[src/rtl/rom_dl_writer_if.sv]
// Port-1 (ROM upload) side of the sdram controller: toggle req/ack plus word address, strobes, data.
interface rom_dl_writer_if;
  logic        port1_req;
  logic        port1_ack;
  logic [22:0] port1_a;
  logic [1:0]  port1_ds;
  logic [15:0] port1_d;
  logic        port1_we;

  modport master (output port1_req, port1_a, port1_ds, port1_d, port1_we, input port1_ack);
  modport slave  (input port1_req, port1_a, port1_ds, port1_d, port1_we, output port1_ack);
endinterface

[src/rtl/rom_dl_writer.sv]
// Packs ioctl download bytes into 16-bit sdram port-1 writes; wr->req toggle 3 cycles later.
// Backpressure: FIFO_DEPTH-entry write FIFO, pushes into a full FIFO are dropped and flag overflow.
module rom_dl_writer #(
  parameter int         FIFO_DEPTH = 4,
  parameter logic [7:0] DL_INDEX   = 8'd0
) (
  input  logic                   clk_sys,
  input  logic                   reset,
  input  logic                   ioctl_download,
  input  logic [7:0]             ioctl_index,
  input  logic                   ioctl_wr,
  input  logic [24:0]            ioctl_addr,
  input  logic [7:0]             ioctl_dout,
  rom_dl_writer_if.master        port1,
  output logic                   rom_loaded,
  output logic                   overflow
);

  localparam int AW = (FIFO_DEPTH > 2) ? $clog2(FIFO_DEPTH) : 1;

  typedef struct packed {
    logic [22:0] a;
    logic [1:0]  ds;
    logic [15:0] d;
  } wr_t;

  typedef enum logic [1:0] {IDLE, ISSUE, WAIT} state_t;

  logic          act_q, act_d, act_dly_q;
  logic          pend_vld_q, pend_vld_d;
  logic [24:1]   pend_addr_q, pend_addr_d;
  logic [7:0]    pend_dat_q, pend_dat_d;
  logic          push_vld_q, push_vld_d;
  wr_t           push_q, push_d;
  wr_t           fifo_q [FIFO_DEPTH];
  logic [AW-1:0] wptr_q, rptr_q;
  logic [AW:0]   cnt_q, cnt_d;
  state_t        state_q, state_d;
  logic          req_q, req_d;
  wr_t           out_q, out_d;
  logic          loaded_q, loaded_d, ovf_q, ovf_d, accepted_q;
  logic          act_rise, act_fall, pv, fifo_full, fifo_empty, fifo_wr, pop, done_now;

  assign act_d      = ioctl_download && (ioctl_index == DL_INDEX);
  assign act_rise   = act_q && !act_dly_q;
  assign act_fall   = !act_q && act_dly_q;
  assign pv         = pend_vld_q && !act_rise;
  assign fifo_full  = (cnt_q == (AW+1)'(FIFO_DEPTH));
  assign fifo_empty = (cnt_q == '0);
  assign fifo_wr    = push_vld_q && !fifo_full;

  // Byte merge: decide this cycle, push lands in the FIFO next cycle.
  always_comb begin
    push_vld_d  = 1'b0;
    push_d      = '0;
    pend_vld_d  = pv;
    pend_addr_d = pend_addr_q;
    pend_dat_d  = pend_dat_q;
    if (ioctl_wr && act_q) begin
      if (!ioctl_addr[0]) begin
        if (pv) begin
          push_vld_d = 1'b1;
          push_d     = '{a: pend_addr_q[23:1], ds: 2'b01, d: {pend_dat_q, pend_dat_q}};
        end
        pend_vld_d  = 1'b1;
        pend_addr_d = ioctl_addr[24:1];
        pend_dat_d  = ioctl_dout;
      end else if (pv && (pend_addr_q == ioctl_addr[24:1])) begin
        push_vld_d = 1'b1;
        push_d     = '{a: ioctl_addr[23:1], ds: 2'b11, d: {ioctl_dout, pend_dat_q}};
        pend_vld_d = 1'b0;
      end else begin
        push_vld_d = 1'b1;
        push_d     = '{a: ioctl_addr[23:1], ds: 2'b10, d: {ioctl_dout, ioctl_dout}};
      end
    end else if (act_fall && pend_vld_q) begin
      push_vld_d = 1'b1;
      push_d     = '{a: pend_addr_q[23:1], ds: 2'b01, d: {pend_dat_q, pend_dat_q}};
      pend_vld_d = 1'b0;
    end
  end

  always_comb begin
    state_d = state_q;
    pop     = 1'b0;
    req_d   = req_q;
    out_d   = out_q;
    case (state_q)
      IDLE: if (!fifo_empty) begin
        pop     = 1'b1;
        out_d   = fifo_q[rptr_q];
        state_d = ISSUE;
      end
      ISSUE: begin
        req_d   = !req_q;
        state_d = WAIT;
      end
      WAIT: if (port1.port1_ack == req_q) state_d = IDLE;
      default: state_d = IDLE;
    endcase
  end

  assign cnt_d = cnt_q + {{AW{1'b0}}, fifo_wr} - {{AW{1'b0}}, pop};

  // Everything written and acknowledged; a simultaneous rise of act is excluded by !act_q.
  assign done_now = !act_q && !pend_vld_q && fifo_empty && (state_q == IDLE) &&
                    !push_vld_q && accepted_q;

  always_comb begin
    loaded_d = loaded_q;
    ovf_d    = ovf_q;
    if (act_rise) begin
      loaded_d = 1'b0;
      ovf_d    = 1'b0;
    end else begin
      if (done_now) loaded_d = 1'b1;
      if (push_vld_q && fifo_full) ovf_d = 1'b1;
    end
  end

  always_ff @(posedge clk_sys) begin
    if (fifo_wr) fifo_q[wptr_q] <= push_q;
  end

  always_ff @(posedge clk_sys) begin
    if (reset) begin
      act_q       <= 1'b0;
      act_dly_q   <= 1'b0;
      pend_vld_q  <= 1'b0;
      pend_addr_q <= '0;
      pend_dat_q  <= '0;
      push_vld_q  <= 1'b0;
      push_q      <= '0;
      wptr_q      <= '0;
      rptr_q      <= '0;
      cnt_q       <= '0;
      state_q     <= IDLE;
      req_q       <= port1.port1_ack;
      out_q       <= '0;
      loaded_q    <= 1'b0;
      ovf_q       <= 1'b0;
      accepted_q  <= 1'b0;
    end else begin
      act_q       <= act_d;
      act_dly_q   <= act_q;
      pend_vld_q  <= pend_vld_d;
      pend_addr_q <= pend_addr_d;
      pend_dat_q  <= pend_dat_d;
      push_vld_q  <= push_vld_d;
      push_q      <= push_d;
      if (fifo_wr) wptr_q <= wptr_q + AW'(1);
      if (pop)     rptr_q <= rptr_q + AW'(1);
      cnt_q       <= cnt_d;
      state_q     <= state_d;
      req_q       <= req_d;
      out_q       <= out_d;
      loaded_q    <= loaded_d;
      ovf_q       <= ovf_d;
      accepted_q  <= accepted_q || act_rise;
    end
  end

  assign port1.port1_req = req_q;
  assign port1.port1_a   = out_q.a;
  assign port1.port1_ds  = out_q.ds;
  assign port1.port1_d   = out_q.d;
  assign port1.port1_we  = act_q || !fifo_empty || (state_q != IDLE) || push_vld_q ||
                           (act_fall && pend_vld_q);
  assign rom_loaded      = loaded_q || done_now;
  assign overflow        = ovf_q;

endmodule

[src/flat_wrapper.sv]
// flat-port wrapper written by rule: the top's interface ports become plain ports
module rom_dl_writer_flat 
#(
  parameter int         FIFO_DEPTH = 4,
  parameter logic [7:0] DL_INDEX   = 8'd0
)
  (clk_sys, reset, ioctl_download, ioctl_index, ioctl_wr, ioctl_addr, ioctl_dout, rom_loaded, overflow, port1_port1_req, port1_port1_a, port1_port1_ds, port1_port1_d, port1_port1_we, port1_port1_ack);
  rom_dl_writer_if port1_i ();
  input  logic clk_sys;
  input  logic reset;
  input  logic ioctl_download;
  input  logic [7:0] ioctl_index;
  input  logic ioctl_wr;
  input  logic [24:0] ioctl_addr;
  input  logic [7:0] ioctl_dout;
  output logic rom_loaded;
  output logic overflow;
  output wire logic [$bits(port1_i.port1_req)-1:0] port1_port1_req;
  output wire logic [$bits(port1_i.port1_a)-1:0] port1_port1_a;
  output wire logic [$bits(port1_i.port1_ds)-1:0] port1_port1_ds;
  output wire logic [$bits(port1_i.port1_d)-1:0] port1_port1_d;
  output wire logic [$bits(port1_i.port1_we)-1:0] port1_port1_we;
  input wire logic [$bits(port1_i.port1_ack)-1:0] port1_port1_ack;
  assign port1_port1_req = port1_i.port1_req;
  assign port1_port1_a = port1_i.port1_a;
  assign port1_port1_ds = port1_i.port1_ds;
  assign port1_port1_d = port1_i.port1_d;
  assign port1_port1_we = port1_i.port1_we;
  assign port1_i.port1_ack = port1_port1_ack;
  rom_dl_writer #(.FIFO_DEPTH(FIFO_DEPTH), .DL_INDEX(DL_INDEX)) u_core (.clk_sys(clk_sys), .reset(reset), .ioctl_download(ioctl_download), .ioctl_index(ioctl_index), .ioctl_wr(ioctl_wr), .ioctl_addr(ioctl_addr), .ioctl_dout(ioctl_dout), .port1(port1_i), .rom_loaded(rom_loaded), .overflow(overflow));
endmodule
[config.mk]
export PLATFORM = sky130hd
export DESIGN_NAME = rom_dl_writer_flat
export DESIGN_NICKNAME = d
export VERILOG_FILES = /design/src/rtl/rom_dl_writer_if.sv /design/src/rtl/rom_dl_writer.sv /design/src/flat_wrapper.sv
export SDC_FILE = /design/constraint.sdc
export NUM_CORES = 1
export LEC_CHECK = 0
export ABC_AREA = 0
export CAP_MARGIN = 20
export CORE_MARGIN = 2
export CORE_UTILIZATION = 55
export DETAILED_ROUTE_END_ITERATION = 12
export GPL_TIMING_DRIVEN = 0
export PLACE_DENSITY_LB_ADDON = 0.3
export SETUP_SLACK_MARGIN = 0.2
export SYNTH_ARGS = -nofsm -noshare
export SYNTH_HDL_FRONTEND = slang
export SYNTH_SLANG_ARGS = --single-unit
[constraint.sdc]
create_clock -name clk_sys -period 3 [get_ports clk_sys]
set_input_delay 0.3 -clock clk_sys [delete_from_list [all_inputs] [get_ports clk_sys]]
set_output_delay 0.3 -clock clk_sys [all_outputs]
set_load 0.005 [all_outputs]
Word-level counts from Yosys, hierarchy flattened
Memories as Yosys holds them, arrays and structs flattened. A register that Yosys moved wholly into a read port is not among the register bits.
Cells that the tools add are included.
- reductions and logical operators: 37
- add/subtract/negate cells: 4
- equal/unequal tests: 7
- bitwise gates (word level): 2
- muxes and demuxes: 22
- operators with widths (kind ; count):
    2-to-1 mux 41 bit ; 4
    equality test 24 bit ; 1
    2-to-1 mux 17 bit ; 1
    logical AND 1 bit ; 14
    2-to-1 mux 1 bit ; 14
    zero test 1 bit ; 8
    zero test 8 bit ; 1
    logical OR 1 bit ; 6
    one-hot mux 2 bit (3 select lines) ; 1
    AND reduction 2 bit ; 3
    adder 2 x 1 -> 2 bit, second input constant ; 2
    2-to-1 mux 2 bit ; 2
    nonzero test 2 bit ; 2
    adder 3 x 1 -> 3 bit ; 1
    equality test 3 bit, second input constant ; 1
    zero test 3 bit ; 1
    subtractor 3 x 1 -> 3 bit ; 1
    equality test 2 x 1 -> 1 bit, second input constant ; 1
    equality test 2 bit, second input constant ; 1
    zero test 2 bit ; 1
    inequality test 2 x 1 -> 1 bit, second input constant ; 1
    inequality test 2 bit, second input constant ; 1
    inverter 1 bit ; 2
    OR reduction 2 bit ; 1
    equality test 1 bit ; 1
- register bits: 90
- output and inout port bits: 45
- bits of input ports: 46
- memories: 1
- bits in writable memories: 164
- word-level logic and storage cells: 90
- memory list (name ; words ; bits a word ; rd ports ; clocked after Yosys merged registers in ; write ports ; RTL line ; source):
    u_core.fifo_q ; 4 ; 41 ; 1 ; 1 ; 1 ; rom_dl_writer.sv:35 ; wr_t fifo_q [FIFO_DEPTH];

Depth between registers and ports, before layout
Gate-level depths: netlist of run 1.
- word-level depth: 8
- gate-level depth with buffers: 12
- depth with buffers taken out: 10

Worst setup path after synthesis of run 1
OpenSTA, ideal clock, no wires.
- path type: register to register
- start: reg u_core.cnt_q[2]
- end: reg u_core.cnt_q[2]
- path slack: 0.639 ns
- cell stages (with the launch flop): 13
- data arrival time: 2.234 ns
- setup time: 0.128 ns
- period minus slack after synthesis: 2.361 ns
- required time: 2.872 ns
- path through: dfxtp_1 > nor3_1 > or3_1 > buf_2 > inv_2 > buf_2 > ha_1 > inv_1 > ha_1 > fa_1 > xnor2_1 > xnor2_1 > nor2_1
- elaborated cells between the ends (all ways): 8
- RTL lines (item ; RTL line ; source):
    start, declared ; rom_dl_writer.sv:37 ; logic [AW:0] cnt_q, cnt_d;
    start signal, assigned ; rom_dl_writer.sv:153 ; cnt_q <= cnt_d;
    zero test 3 bit ; rom_dl_writer.sv:49 ; assign fifo_empty = (cnt_q == '0);
    2-to-1 mux 1 bit ; rom_dl_writer.sv:89 ; IDLE: if (!fifo_empty) begin
    2-to-1 mux 1 bit ; rom_dl_writer.sv:88 ; case (state_q)
    named net u_core.pop ; rom_dl_writer.sv:42 ; logic act_rise, act_fall, pv, fifo_full, fifo_empty, fifo_wr, pop, done_now;
    subtractor 3 x 1 -> 3 bit ; rom_dl_writer.sv:103 ; assign cnt_d = cnt_q + {{AW{1'b0}}, fifo_wr} - {{AW{1'b0}}, pop};
The timed path passes the listed nets, and every way through them passes these cells.
A chain may end at the register's enable or synchronous reset.

Final worst setup path of run 1
Same ends and word-level chain as after synthesis.

==> results of run 1 <==
-- metal layers --
metal	wire, µm	up-vias	part of all wire	track usage
li1	-	3093	-	-
met1	9480	3209	0.43	0.305
met2	10800	225	0.49	0.362
met3	1460	34	0.066	0.0288
met4	429	0	0.019	0.0593
met5	0	-	0	0
-- worst reg2reg max path: cells and delay by family, from the launching register on --
kind | cells | cell delay (ns)
flops | 1 | 0.41
xor+xnor | 2 | 0.34
simple gates | 3 | 0.44
buf+inv | 4 | 0.52
fa+ha+maj | 3 | 0.73
-- registers in the layout (all words and copies together), names as in the netlist, 2 cells and up --
name / cells
u_core.port1.port1_a: 23
u_core.fifo_q: 164
u_core.push_q: 41
u_core.pend_dat_q: 8
u_core.port1.port1_ds: 2
u_core.state_q: 2
u_core.pend_addr_q: 24
u_core.port1.port1_d: 16
u_core.cnt_q: 3
u_core.rptr_q: 2
u_core.wptr_q: 2
-- cells by family (layout without fill, tap and decap cells) --
family,count (synthesis),count (layout),synth area share
flip-flops,295,295,0.699
buffers and inverters,59,205,0.0226
XOR/XNOR,30,30,0.0243
AO/OA/AOI/OAI,126,126,0.0717
AND/OR/NAND/NOR,228,228,0.0879
adder cells (fa/ha/maj),7,7,0.00879
multiplexers,42,42,0.0863
-- cell type report --
| class | count | share of cell area |
|---|---|---|
| Sequential cell | 295 | 0.577 |
| Multi-Input combinational cell | 433 | 0.231 |
| Timing Repair Buffer | 94 | 0.0749 |
| Clock buffer | 35 | 0.0594 |
| Tap cell | 265 | 0.0253 |
| Buffer | 48 | 0.0161 |
| Clock inverter | 17 | 0.0133 |
| Inverter | 11 | 0.00334 |
-- what timing repair did --
item | in CTS | in global routing
endpoints found under the hold margin | 0 | 0
resized for setup | 1 | 5
endpoints found under the setup margin | 1 | 1
hold buffers | 0 | 0
-- power by group --
group | switching (mW) | internal (mW) | total [mW]
clock network | 1.42 | 2.17 | 3.59
registers | 0.168 | 4.55 | 4.71
logic | 1.12 | 1.24 | 2.37
-- synthesized netlist by cell type (all sizes together) (2+ instances only) --
cell	count
ha	6
inv	11
mux4	41
nor4	4
dfxtp	130
a21oi	75
o21ai	3
and2	6
buf	13
nand2	154
nand2b	2
clkbuf	35
nor2	44
edfxtp	165
nor2b	3
xnor2	28
xor2	2
a22oi	31
a31oi	2
nand4	6
nor3	3
a22o	8
-- through the flow --
| stage | std cells | TNS [ns] | worst slack, ns | hold slack [ns] |
|---|---|---|---|---|
| 6_report | 1198 | 0 | 0.411 | 0.366 |
| 5_1_grt | 1198 | 0 | 0.256 | 0.365 |
| 4_1_cts | 1198 | 0 | 0.212 | 0.350 |
| 3_5_place_dp | 1146 | 0 | 0.186 | 0.448 |
| 3_3_place_gp | 1142 | -41.26 | -0.272 | 0.443 |
| 2_1_floorplan | 787 | 0 | 0.639 | 0.425 |
-- how the worst min path moves through the flow --
stage | endpoint | slack (ns) | cells after the start
after global routing | u_core.act_q$_SDFF_PP0_ | 0.37 | 2
after detailed placement | u_core.port1.port1_a[5]$_SDFFE_PP0P_ | 0.45 | 2
after CTS | u_core.act_q$_SDFF_PP0_ | 0.35 | 2
after global placement | u_core.port1.port1_d[1]$_SDFFE_PP0P_ | 0.44 | 2
after floorplan | u_core.push_q[1]$_SDFF_PP0_ | 0.43 | 1
final | u_core.act_q$_SDFF_PP0_ | 0.37 | 2
==> flow_summary.yaml, run 1 <==
power_and_ir_drop:
  p_leak_nw: 4.37
  total_power_mw: 10.7
  peakVddDrop_mv: 0.525
  power.density_nw_per_um2: 814
min_path:
  hp-class: "in -> reg"
  min_from: "ioctl_download"
setup_path:
  reg2reg_from: "u_core.cnt_q[2]$_SDFF_PP0_"
  worst_setup_path_start_kind: "flop"
  cp-endpoint: "u_core.cnt_q[2]$_SDFF_PP0_"
  cp.arrival_ns: 2.99
  crit_buf_inv: 4
  rrSetupSlack_ns: 0.41
  end_kind: "flop"
  worstSetupStartpoint: "u_core.cnt_q[2]$_SDFF_PP0_"
  worst_r2r_endpoint: "u_core.cnt_q[2]$_SDFF_PP0_"
  slowest_stage: "dfxtp_1"
  path_cells: "nor3_2 -> or3_1 -> buf_4 -> inv_4 -> buf_6 -> ha_1 -> inv_1 -> ha_1 -> fa_1 -> xnor2_1 -> xnor2_1 -> nor2_1"
  worstSetupPathType: "reg -> reg"
  crit_family: "adder cells"
  cp_max_fo: 10
  slowest_delay_ns: 0.41
  required_ns: 3.40
  path_depth: 12
  r2r_cells: 12
cells_and_area:
  drive_above_1_share: 0.120
  layout_commonest_cell: "edfxtp_1"
  n_fill_cell: 1387
  register_area_um2: 7560
  syn_to_final_growth_pct: 21.1
  nNetsFinal: 964
  design_area_um2: 13100
  final_cell_mix: "165 x edfxtp_1, 153 x nand2_1, 130 x dfxtp_1, 90 x clkdlybuf4s50_1, 74 x a21oi_1"
  final_core_util: 0.676
  multi_input_area_um2: 3030
  antenna_cells: 0
clock_tree:
  clock_sinks: 295
  insertion_delay_ns: 0.53
  clk_pin_slew_ns: 0.06
  clockRootBuffer: "clkbuf_16"
  cts_tree: "done"
  cts_max_path_buffers: 3
  postCtsSetupBuffers: 0
  cts_buffers: 28
  htree_levels: 1
synthesis:
  synth-edff-count: 165
  synth_top_area_cell: "edfxtp_1"
  syn_inst: 787
  yosysSeqAreaShare: 0.699
  syn_area_per_cell_um2: 13.7
  ys_types: 44
  synthTopCellsByArea: "edfxtp_1 46%, dfxtp_1 24%, mux4_2 8.5%"
  synthArstFlopShare: 0
  synth_nets: 840
  synth_area_um2: 10800
  ys.flop_type: "edfxtp_1"
  ys_warn_count: 0
  yosys_register_bits: 295
  yosysTopAreaCellShare: 0.458
floorplan:
  start_util: 0.558
  dieHeight_um: 144
  fp.coreArea_um2: 19400
  dieWidth_um: 144
  dieArea_um2: 20800
  io_pins: 91
  fp-row-count: 51
timing:
  max_slew_margin: 0.481
  rsz0062_at_grt: "false"
  fmax_ghz: 0.386
  finalClockSkew_ns: 0.0153
  worstMarginPinSlew_ns: 0.778
  finalSetupViolCount: 0
  post-route-period-util: 0.863
  min_period_ns: 2.59
  drv_slew: 0
  finalHoldViolCount: 0
grt:
  grt_use_total: 0.217
  gr-total-overflow: 0
  grt_max_degree: 34
  antenna_found_initial: 0
  grt_pass1_wl_um: 34200
  first_global_vias: 6394
outcome:
  status: "completed"
detailed_routing:
  vias: 6561
  drc_errors: 0
  wire_per_inst_um: 18.5
  viasPerCell: 5.48
  first_pass_iters: 5
  postRouteAntennaNets: 0
  drtIter0Drc: 406
  routed_wl_um: 22200
flow_run:
  maxCapViolCount: 0
place:
  numPortBuffers: 90
  hpwl_um: 14500
  dpl_cell_area_um2: 12100
  gp_congestion: 0.792
No activity file was read; power rests on OpenSTA's default activity.
==> run 2, diff against run 1 <==
--- a/config.mk
+++ b/config.mk
@@ -10,3 +10,3 @@
 export CORE_MARGIN = 2
-export CORE_UTILIZATION = 55
+export CORE_UTILIZATION = 53
 export DETAILED_ROUTE_END_ITERATION = 12
==> constraint.sdc (replaced) <==
create_clock -name clk_sys -period 3 [get_ports clk_sys]
set_input_delay 0.6 -clock clk_sys [delete_from_list [all_inputs] [get_ports clk_sys]]
set_output_delay 0.6 -clock clk_sys [all_outputs]
set_load 0.005 [all_outputs]
==> flow_summary.yaml, run 2 (same netlist as run 1, synthesis figures left out) <==
clock_tree:
  holdBufCountCts: 0
  clock_sinks: 295
  postCtsSetupBuffers: 0
  htree_levels: 1
  clk_pin_slew_ns: 0.06
  cts_buffers: 28
  cts_tree: "done"
  cts_max_path_buffers: 3
  insertion_delay_ns: 0.53
  clockRootBuffer: "clkbuf_16"
detailed_routing:
  postRouteAntennaNets: 0
  routed_wl_um: 21900
  wire_per_inst_um: 18.2
  first_pass_iters: 5
  drc_errors: 0
  vias: 6525
  drtIter0Drc: 510
  viasPerCell: 5.43
place:
  numPortBuffers: 90
  gp_congestion: 0.823
  hpwl_um: 14500
  pre_cts_slack_ns: 0.137
  dpl.cell_count: 1151
min_path:
  hp-class: "reg -> reg"
  min_from: "u_core.port1.port1_a[4]$_SDFFE_PP0P_"
  holdPathEnd: "u_core.port1.port1_a[4]$_SDFFE_PP0P_"
  whs_path_depth: 2
timing:
  rsz0062_at_grt: "true"
  finalSetupViolCount: 0
  drv_slew: 0
  worstMarginPinSlew_ns: 0.779
  post-route-period-util: 0.878
  fmax_ghz: 0.380
  setup_tns_ns: 0
  finalHoldViolCount: 0
  max_slew_margin: 0.480
  min_period_ns: 2.63
  whs_ns: 0.451
  finalClockSkew_ns: 0.00967
  fin_ws_ns: 0.367
cells_and_area:
  largest_register_ffs: 164
  syn_to_final_growth_pct: 21.2
  layout_commonest_cell: "edfxtp_1"
  layoutNonFillerInstCount: 1202
  drive_above_1_share: 0.126
  regMostFlops: "u_core.fifo_q"
  antenna_cells: 0
  largestRegisters: "u_core.fifo_q: 164 flops, u_core.push_q: 41 flops, u_core.pend_addr_q: 24 flops"
  final_core_util: 0.652
  nNetsFinal: 964
  final_cell_mix: "165 x edfxtp_1, 153 x nand2_1, 129 x dfxtp_1, 89 x clkdlybuf4s50_1, 74 x a21oi_1"
setup_path:
  cp_max_fo: 10
  worstSetupPathType: "reg -> reg"
  reg2reg_from: "u_core.cnt_q[2]$_SDFF_PP0_"
  cp.arrival_ns: 3.03
  worst_setup_path_start_kind: "flop"
  rrSetupSlack_ns: 0.37
  slowest_stage: "fa_1"
  crit_family: "adder cells"
  slowest_delay_ns: 0.40
  path_cells: "nor3_1 -> or3_1 -> buf_4 -> inv_4 -> buf_6 -> ha_1 -> inv_1 -> ha_1 -> fa_1 -> xnor2_1 -> xnor2_1 -> nor2_1"
  worst_r2r_endpoint: "u_core.cnt_q[2]$_SDFF_PP0_"
  end_kind: "flop"
  required_ns: 3.40
  r2r_cells: 12
  crit_buf_inv: 4
power_and_ir_drop:
  p_leak_nw: 4.39
  peakVddDrop_mv: 0.404
  power.density_nw_per_um2: 809
grt:
  grt_pass1_wl_um: 34500
  gr-total-overflow: 0
  antenna_found_initial: 0
  grt_use_total: 0.206
  grt_max_degree: 31
  first_global_vias: 6410
floorplan:
  fp-row-count: 52
  dieHeight_um: 147
  start_util: 0.538
  fp.coreArea_um2: 20100
  dieArea_um2: 21600
  io_pins: 91
  dieWidth_um: 147
outcome:
  status: "completed"
flow_run:
  maxCapViolCount: 0
## run 2: changes by cell type in the layout (fill, tap and decap cells not counted), sizes merged
| cell | previous run | this run |
|---|---|---|
| bufinv | 4 | 3 |
| dlymetal6s2s | 0 | 1 |
| clkdlybuf4s50 | 90 | 89 |
| clkinv | 13 | 10 |
| buf | 17 | 16 |
| clkbuf | 70 | 74 |
## run 2: layer usage
layer / share of wire / track usage / vias to the layer above
met1: 0.43 / 0.291 / 3196
met3: 0.057 / 0.0314 / 32
met5: 0 / 0 / -
met4: 0.019 / 0.0563 / 0
li1: - / - / 3092
met2: 0.49 / 0.338 / 205
## run 2: worst max path at each step
| stage | startpoint | endpoint | slack (ns) | cells past startpoint |
|---|---|---|---|---|
| 2_1_floorplan | u_core.cnt_q[2]$_SDFF_PP0_ | u_core.cnt_q[2]$_SDFF_PP0_ | 0.64 | 12 |
| 3_3_place_gp | u_core.cnt_q[1]$_SDFF_PP0_ | u_core.fifo_q[3][26]$_DFFE_PP_ | -0.29 | 3 |
| 3_5_place_dp | u_core.cnt_q[1]$_SDFF_PP0_ | u_core.cnt_q[2]$_SDFF_PP0_ | 0.14 | 12 |
| 4_1_cts | u_core.cnt_q[1]$_SDFF_PP0_ | u_core.cnt_q[2]$_SDFF_PP0_ | 0.24 | 12 |
| 5_1_grt | u_core.cnt_q[2]$_SDFF_PP0_ | u_core.cnt_q[2]$_SDFF_PP0_ | 0.17 | 12 |
| 6_report | u_core.cnt_q[2]$_SDFF_PP0_ | u_core.cnt_q[2]$_SDFF_PP0_ | 0.37 | 12 |
## run 2: layout make-up
type	count	area [µm²]
buffer	48	214
clock buffer	38	800
clock inverter	13	141
fill	1428	7000
inverter	11	43.8
multi-input combinational	433	3030
sequential	295	7560
tap	270	338
timing repair buffer	94	983
## run 2: worst min-delay path: cells and delay by family, from the launching register on
kind,cells,cell delay (ns)
flops,1,0.31
simple gates,1,0.05
compound gates,1,0.05
## run 2: repair_timing
item	in CTS	in global routing
setup endpoints to repair	1	2
resized for setup	2	7
pin swaps	0	1
cloned	0	0
## run 2: where the power goes
part           internal (mW)  switching (mW)
logic                   1.25            1.12
registers               4.55           0.165
clock network           2.12            1.41
total                   7.91            2.69
## run 2: metrics by stage
step                power [mW]  instance area (µm²)
floorplan                 6.11                10800
global placement          7.12                12100
detailed placement        7.16                12100
CTS                       10.7                13100
global route              11.1                13100
finish                    10.6                13100
